<file path="config.mk">
export PLATFORM = sky130hd
export DESIGN_NAME = regs_wr_arb
export DESIGN_NICKNAME = d
export VERILOG_FILES = /design/src/rtl/regs_pkg.sv /design/src/rtl/regs_arb_rr.sv /design/src/rtl/regs_wr_arb.sv
export SDC_FILE = /design/constraint.sdc
export NUM_CORES = 1
export LEC_CHECK = 0
export CAP_MARGIN = 0
export CELL_PAD_IN_SITES_DETAIL_PLACEMENT = 1
export CELL_PAD_IN_SITES_GLOBAL_PLACEMENT = 1
export CORE_MARGIN = 2
export CORE_UTILIZATION = 25
export DETAILED_ROUTE_END_ITERATION = 10
export PLACE_DENSITY_LB_ADDON = 0.1
export SETUP_SLACK_MARGIN = 0.02
export SLEW_MARGIN = 40
export SYNTH_ARGS = -nofsm -noshare
export SYNTH_HDL_FRONTEND = slang
export SYNTH_SLANG_ARGS = --single-unit
</file>
<file path="constraint.sdc">
create_clock -name clk -period 1.57 [get_ports clk]
set_input_delay 0.2355 -clock clk [delete_from_list [all_inputs] [get_ports clk]]
set_output_delay 0.2355 -clock clk [all_outputs]
set_load 0.05 [all_outputs]
</file>
<file path="src/rtl/regs_pkg.sv">
// Shared definitions for the register-file write arbiter: default widths,
// register address type, hardwired-zero address and requester ids.
package regs_pkg;

    localparam int DW_DEF = 8;
    localparam int AW_DEF = 3;

    typedef logic [AW_DEF-1:0] reg_addr_t;

    localparam reg_addr_t R0 = '0;

    typedef enum logic {
        PRI_REQ0 = 1'b0,
        PRI_REQ1 = 1'b1
    } req_pri_t;

endpackage

</file>
<file path="src/rtl/regs_arb_rr.sv">
// Two-input grant logic for the register-file write port.
// REGS_ARB_RR_EN selects round-robin; otherwise requester 0 has fixed priority.
//
// state    | meaning
// PRI_REQ0 | requester 0 wins the next contended cycle
// PRI_REQ1 | requester 1 wins the next contended cycle
module regs_arb_rr
    import regs_pkg::*;
(
`ifdef REGS_ARB_RR_EN
    input  logic clk,
`endif
    input  logic reset,
    input  logic valid0_i,
    input  logic valid1_i,
    output logic gnt0_o,
    output logic gnt1_o
);

`ifdef REGS_ARB_RR_EN
    req_pri_t ptr_q, ptr_d;

    always_ff @(posedge clk) begin
        if (reset) begin
            ptr_q <= PRI_REQ0;
        end else begin
            ptr_q <= ptr_d;
        end
    end

    // The pointer only moves on contention, so a lone requester never steals a turn.
    always_comb begin
        gnt0_o = 1'b0;
        gnt1_o = 1'b0;
        ptr_d  = ptr_q;
        if (!reset) begin
            if (valid0_i && valid1_i) begin
                if (ptr_q == PRI_REQ0) begin
                    gnt0_o = 1'b1;
                    ptr_d  = PRI_REQ1;
                end else begin
                    gnt1_o = 1'b1;
                    ptr_d  = PRI_REQ0;
                end
            end else begin
                gnt0_o = valid0_i;
                gnt1_o = valid1_i;
            end
        end
    end
`else
    always_comb begin
        gnt0_o = valid0_i & ~reset;
        gnt1_o = valid1_i & ~valid0_i & ~reset;
    end
`endif

endmodule

</file>
<file path="src/rtl/regs_wr_arb.sv">
// Register-file write arbiter: one accept per cycle, registered write port,
// r0 write dropping with a saturating counter, and read-after-write hazard flags.
// Optional round-robin arbitration via REGS_ARB_RR_EN.
module regs_wr_arb
    import regs_pkg::*;
#(
    parameter int DW = DW_DEF,
    parameter int AW = AW_DEF
) (
    input  logic          clk,
    input  logic          reset,
    input  logic          req0_valid,
    input  logic [AW-1:0] req0_addr,
    input  logic [DW-1:0] req0_data,
    output logic          req0_ready,
    input  logic          req1_valid,
    input  logic [AW-1:0] req1_addr,
    input  logic [DW-1:0] req1_data,
    output logic          req1_ready,
    input  logic [AW-1:0] raddr1,
    input  logic [AW-1:0] raddr2,
    output logic          w,
    output logic [AW-1:0] waddr,
    output logic [DW-1:0] wdata,
    output logic          hit1,
    output logic          hit2,
    output logic [7:0]    drop_cnt_q
);

    localparam logic [AW-1:0] ADDR_R0 = AW'(R0);

    logic          gnt0, gnt1;
    logic          accept;
    logic [AW-1:0] sel_addr;
    logic [DW-1:0] sel_data;
    logic          w_q, w_d;
    logic [AW-1:0] waddr_q, waddr_d;
    logic [DW-1:0] wdata_q, wdata_d;
    logic [7:0]    drop_cnt_d;

    regs_arb_rr u_arb (
`ifdef REGS_ARB_RR_EN
        .clk      (clk),
`endif
        .reset    (reset),
        .valid0_i (req0_valid),
        .valid1_i (req1_valid),
        .gnt0_o   (gnt0),
        .gnt1_o   (gnt1)
    );

    assign req0_ready = gnt0;
    assign req1_ready = gnt1;
    assign accept     = gnt0 | gnt1;
    assign sel_addr   = gnt1 ? req1_addr : req0_addr;
    assign sel_data   = gnt1 ? req1_data : req0_data;

    // Writes to r0 are consumed but never reach the port; waddr/wdata hold otherwise.
    always_comb begin
        w_d        = 1'b0;
        waddr_d    = waddr_q;
        wdata_d    = wdata_q;
        drop_cnt_d = drop_cnt_q;
        if (accept) begin
            if (sel_addr != ADDR_R0) begin
                w_d     = 1'b1;
                waddr_d = sel_addr;
                wdata_d = sel_data;
            end else if (drop_cnt_q != 8'hFF) begin
                drop_cnt_d = drop_cnt_q + 8'd1;
            end
        end
    end

    always_ff @(posedge clk) begin
        if (reset) begin
            w_q        <= 1'b0;
            waddr_q    <= '0;
            wdata_q    <= '0;
            drop_cnt_q <= 8'h00;
        end else begin
            w_q        <= w_d;
            waddr_q    <= waddr_d;
            wdata_q    <= wdata_d;
            drop_cnt_q <= drop_cnt_d;
        end
    end

    assign w     = w_q;
    assign waddr = waddr_q;
    assign wdata = wdata_q;

    assign hit1 = w_q && (waddr_q == raddr1) && (raddr1 != ADDR_R0);
    assign hit2 = w_q && (waddr_q == raddr2) && (raddr2 != ADDR_R0);

endmodule

</file>
Word level (Yosys, flattened, before mapping) --
Index checks and enable logic that the tools add are counted. W data, S select, Z words.
Word-level totals: flip-flop bits (word level) 20, input bits 32, output and inout bits 24, word-level logic and storage cells 29
Cells by class: equal/unequal tests 3, add/subtract/negate cells 1, multiplexer cells 3, bitwise logic cells 8, reduce and logical (&&, ||, !) cells 10
Operators by type and width (count):
- $reduce_bool A3 Y1 | 3
- $add A8 B1 Y8 const B | 1
- $mux W8 | 1
- $ne A8 B8 Y1 const B | 1
- $eq A3 B3 Y1 | 2
- $logic_and A1 B1 Y1 | 4
- $not A1 Y1 | 4
- $and A1 B1 Y1 | 3
- $mux W3 | 1
- $reduce_and A3 Y1 | 1
- $reduce_and A2 Y1 | 1
- $reduce_or A2 Y1 | 1
- $mux W1 | 1
- $or A1 B1 Y1 | 1

Longest topological paths before layout --
depth in word-level cells 7, mapped depth 5, depth with buffers taken out 5

Cells and area by module --
From an unflattened synthesis, not the netlist that was laid out.
Second synthesis, totals: cell total of the unflattened synthesis 123, area total of the unflattened synthesis 1066.0 um^2
Modules (own cells, without submodules):
- regs_wr_arb | seq. area each 400.4 um^2, cells an instance 121, area each 1047.3 um^2, instances 1
- regs_arb_rr | seq. area each 0.0 um^2, cells an instance 2, area each 18.8 um^2, instances 1

Least setup slack after synthesis --
No wires, ideal clock.
kind reg2out, start reg waddr_q[1], in the netlist waddr[1], end out hit1, data required time 1334 ps, path slack -1175 ps, arrival time 2509 ps, cell stages (with the launch flop) 5, buffers on the path 0, cells stage by stage dfxtp_1 > nor2_1 > nor2_1 > nor2_1 > nor4_1
Between the ends: cells in the longest elaborated chain, start to end 3
Ends and longest elaborated chain:
- start, declared | line regs_wr_arb.sv:37 | logic [AW-1:0] waddr_q, waddr_d;
- start signal, assigned | line regs_wr_arb.sv:83 | waddr_q <= waddr_d;
- $eq A3 B3 Y1 | line regs_wr_arb.sv:93 | assign hit1 = w_q && (waddr_q == raddr1) && (raddr1 != ADDR_R0);
- $logic_and A1 B1 Y1 (2 in series) | line regs_wr_arb.sv:93
- end, declared | line regs_wr_arb.sv:25 | output logic hit1,
No other way between the ends.

Worst setup path after layout --
start in raddr2[0], end out hit2
Between the ends: cells in the longest elaborated chain, start to end 3, elaborated cells between the ends (all ways) 4, classes of those cells eq/ne: 1; reduce/logical: 3
Ends and longest elaborated chain:
- start, declared | line regs_wr_arb.sv:21 | input logic [AW-1:0] raddr2,
- $eq A3 B3 Y1 | line regs_wr_arb.sv:94 | assign hit2 = w_q && (waddr_q == raddr2) && (raddr2 != ADDR_R0);
- $logic_and A1 B1 Y1 | line regs_wr_arb.sv:94
- $logic_and A1 B1 Y1 * | line regs_wr_arb.sv:94
- end, declared | line regs_wr_arb.sv:26 | output logic hit2,
Mark *: on every way between the ends. The rest lies on a longest branch, timed or not.

==> results <==
- The worst setup path is of the in2out kind.
- Input and output buffers added on the ports amount to 55.
- In this run the power spent charging and discharging nets is around 0.00045 W.
- The endpoint type of the worst setup path is an output pin.
- When the netlist entered floorplanning its net count stood at 154.
- The worst hold path class is in2reg.
- The internal power of the cells is between 0.0009 and 0.001 W.
- The clock net in this run drives a total of 20 sinks.
- The cell area after synthesis is 1070 um^2.
- The via count of the first global-routing pass is 1431.
- The die outline height is 69.3 um.
- Net switching is 31.9% of the power.
- The sequential share of power is 39.1%.
- The final-layout worst hold slack is 368 ps.
- In this run the static leakage power is between 0.8 and 0.9 nW.
- By area the synthesized netlist is led by sky130_fd_sc_hd__dfxtp_1, sky130_fd_sc_hd__mux2i_1, sky130_fd_sc_hd__a21oi_1, sky130_fd_sc_hd__a211oi_1, sky130_fd_sc_hd__xor2_1.
- Combinational cells account for between 30% and 40% of the total power.
- The final RePlAce weighted congestion is 0.779.
- The area of the multi-input gates is 763 um^2.
- The die width is 69.3 um.
- The power density normalized to cell area is a little under 700 nW/um^2.
- The repair_antennas step left the layout with diodes totalling 0.
- The mean post-synth cell area is 8.82 um^2.
- In the final design database the tool counted 237 nets.
- The post-detailed-route wirelength per cell is between 15 and 20 um.
- The cell sitting at the root of the clock tree is a sky130_fd_sc_hd__clkbuf_8.
- The region available for standard cell placement spans 4060 um^2.
- Global routing finished with a remaining overflow of 0.
- The detailed-router iteration count before antenna repair is 4.
- The final design instance area without fill is 2080 um^2.
- The detailed router's first-iteration violation count is 55.
- The gate count of the mapped netlist is 121.
- The quantity of hold-fixing buffers added after cts is 0.
- The sequential cell area fraction in the yosys report is a little under two fifths.
- The clock passes through at most 2 buffers.
- The number of setup violations in the final report is 0.
- The final number of max-transition violations was 0.
- In this run, the clock network consumes 29.1% of the power.
- Synthesis instantiated 34 different standard cells from the library.
- In this run the register-to-register setup slack is 70 ps.
- Clock-pin slew was measured on the worst setup and hold paths at 80 ps.
- The first global-routing pass estimated 6910 um of wire.
- The count of endpoints failing hold in the final timing report is 0.
- The clock tree from TritonCTS is yes.
- In this run, synthesis produced a sequential element count of 20.
- Data on the critical path is required at its endpoint by 1330 ps.
- After layout, the worst path uses 99.4% of the clock period.
- The layout has 458 filler cells.
- The reported max-cap violation count is 0.
- In the final layout, the share of cells above drive strength 1 is 47.3%.
- The count of H-tree levels built during CTS is 1.
- The largest fanout of any net on the critical path is 2.
- The leading cell type in the layout, fill and taps excluded is sky130_fd_sc_hd__buf_4.
- Static timing analysis puts the maximum clock frequency at 641 MHz.
- The worst slew margin relative to its limit is 78.3%.
- VDD sags by at most 312 uV.
- The mean number of vias per cell is approximately 5.
- The footprint of the flip-flops and latches is around 430 um^2.
- The final routed DRC violation total is 0.
- The effective utilization at floorplan is 26.3%.
- The detailed placer's ending HPWL is 3150 um.
- For the finished layout, the period the worst path requires is 1560 ps.
- Setup repair after global routing could not meet its margin everywhere.
- The run finished with clean final reports.
- The transition time at the pin with the least slew margin is about 320 ps.
- The number of placement rows is 23.
- Summing all placed instances gives a cell area of 1880 um^2.
- The category of the worst setup path launch point is a primary input.
- The number of nets with antenna violations after detailed routing is 0.
- At the later pin of the worst-skew pair, clock insertion delay measures 260 ps.
- The total global routing track utilization is between 10% and 20%.
- The number of antenna violations at the first check in global routing was 0.
- Across the routed clock network, the largest skew measured is 0.401 ps.
- For the worst setup path, the data arrival time is 1320 ps.
- sky130_fd_sc_hd__dfxtp_1 takes more of the synthesized area than any other cell.
- The share of the synthesized area in the top cell type is between 30 and 40%.
- The die covers 4810 um^2.
- Entering global routing, the biggest net connects 12 pins.
- Summing over every cut layer, the via total after detailed routing is between 1000 and 1500.
- The number of buffers created by CTS is 3.
- The number of synthesis warnings is 0.
- The top-level port count is 56.
- The layout-stage area growth over the synthesis result is 95.2%.
- For this block, the routed nets add up to slightly above 4000 um of wire.
- The library cells used most frequently in the layout, excluding fill and tap cells, are sky130_fd_sc_hd__buf_4, sky130_fd_sc_hd__clkdlybuf4s50_1, sky130_fd_sc_hd__a21oi_1.
through the flow:
step	util (%)	power, W	instances	worst slack (ps)	setup TNS (ps)
after floorplan	-	0.000772	121	22.2	0
final	51.3	0.00141	253	10.1	0
after global routing	51.3	0.00147	253	-52.9	-65.1
after global placement	46.4	0.000968	242	-445	-7610
after detailed placement	46.4	0.000980	242	-538	-8950
after CTS	50.0	0.00141	251	18.8	0
cells by family (layout without fill, tap and decap cells):
kind of cell | after synthesis | count (layout) | synth area share [%]
xor+xnor | 4 | 4 | 3.28
simple gates | 32 | 32 | 17.0
fa+ha+maj | 1 | 1 | 1.17
buf+inv | 7 | 89 | 2.70
compound gates | 43 | 43 | 24.7
flops | 20 | 20 | 37.5
mux | 14 | 14 | 13.6
final cells by class:
class / instances / area share [%]
repair buffers: 84 / 37.1
well taps: 50 / 3.00
clock buffers: 4 / 2.64
inverters: 1 / 0.180
multi-input cells: 94 / 36.6
flip-flops and latches: 20 / 20.5
power groups by stage:
| stage | Sequential [W] | Clock (W) | Combinational [W] |
|---|---|---|---|
| 2_1_floorplan | 0.000643 | 0 | 0.000129 |
| 3_3_place_gp | 0.000560 | 0 | 0.000408 |
| 3_5_place_dp | 0.000562 | 0 | 0.000418 |
| 4_1_cts | 0.000553 | 0.000413 | 0.000439 |
| 5_1_grt | 0.000555 | 0.000439 | 0.000478 |
| 6_report | 0.000551 | 0.000410 | 0.000447 |
path summary, 6_finish.rpt:
path	from	endpoint	cells after the start
setup / recovery	raddr2[0]	hit2	4
setup reg to reg	drop_cnt_q[0]	drop_cnt_q[7]	5
hold / removal	reset	drop_cnt_q[0]	3
hold reg to reg	drop_cnt_q[6]	drop_cnt_q[6]	1
synth_stat cells:
cell / count
sky130_fd_sc_hd__dfxtp_1: 20
sky130_fd_sc_hd__a21oi_1: 16
sky130_fd_sc_hd__mux2i_1: 10
sky130_fd_sc_hd__a211oi_1: 9
sky130_fd_sc_hd__nor2_1: 7
sky130_fd_sc_hd__nand2_1: 5
sky130_fd_sc_hd__o21ai_1: 5
sky130_fd_sc_hd__clkbuf_1: 4
sky130_fd_sc_hd__o21ai_0: 4
sky130_fd_sc_hd__xor2_1: 4
sky130_fd_sc_hd__mux2_2: 3
sky130_fd_sc_hd__nand3_1: 3
sky130_fd_sc_hd__nor4_1: 3
sky130_fd_sc_hd__and3_1: 2
sky130_fd_sc_hd__buf_2: 2
sky130_fd_sc_hd__nand4_1: 2
sky130_fd_sc_hd__nor3_1: 2
sky130_fd_sc_hd__o31ai_1: 2
sky130_fd_sc_hd__or3_1: 2
sky130_fd_sc_hd__or4_1: 2
sky130_fd_sc_hd__a311oi_1: 1
sky130_fd_sc_hd__a31oi_1: 1
sky130_fd_sc_hd__a41oi_1: 1
sky130_fd_sc_hd__and4_1: 1
sky130_fd_sc_hd__ha_1: 1
sky130_fd_sc_hd__inv_1: 1
sky130_fd_sc_hd__mux2_1: 1
sky130_fd_sc_hd__nand2b_1: 1
sky130_fd_sc_hd__nor2b_1: 1
sky130_fd_sc_hd__nor3b_4: 1
sky130_fd_sc_hd__o211ai_1: 1
sky130_fd_sc_hd__o21a_1: 1
sky130_fd_sc_hd__o21ba_1: 1
sky130_fd_sc_hd__o21bai_1: 1
state kept, by name (all words and copies together), names as in the netlist:
name,flops
wdata,8
drop_cnt_q,8
waddr,3
w,1
worst max-delay path: stages:
cell and delay (ps):
sky130_fd_sc_hd__clkdlybuf4s50_1 510, sky130_fd_sc_hd__o21ai_2 80, sky130_fd_sc_hd__nor4_4 320, sky130_fd_sc_hd__buf_12 180
metal layers:
| layer | up-vias | wire length (um) | track usage (%) |
|---|---|---|---|
| li1 | 627 | - | - |
| met1 | 626 | 1650 | 20.4 |
| met2 | 36 | 2240 | 33.0 |
| met3 | 6 | 153 | 3.34 |
| met4 | 0 | 59 | 5.66 |
| met5 | - | 0 | 0 |
what timing repair did:
action | in CTS | in global routing
cloned | 1 | 0
pin swaps | 18 | 9
resized for setup | 26 | 21
buffers inserted | 4 | 2
endpoints found under the setup margin | 24 | 19
(Power assumes the default switching activity.)
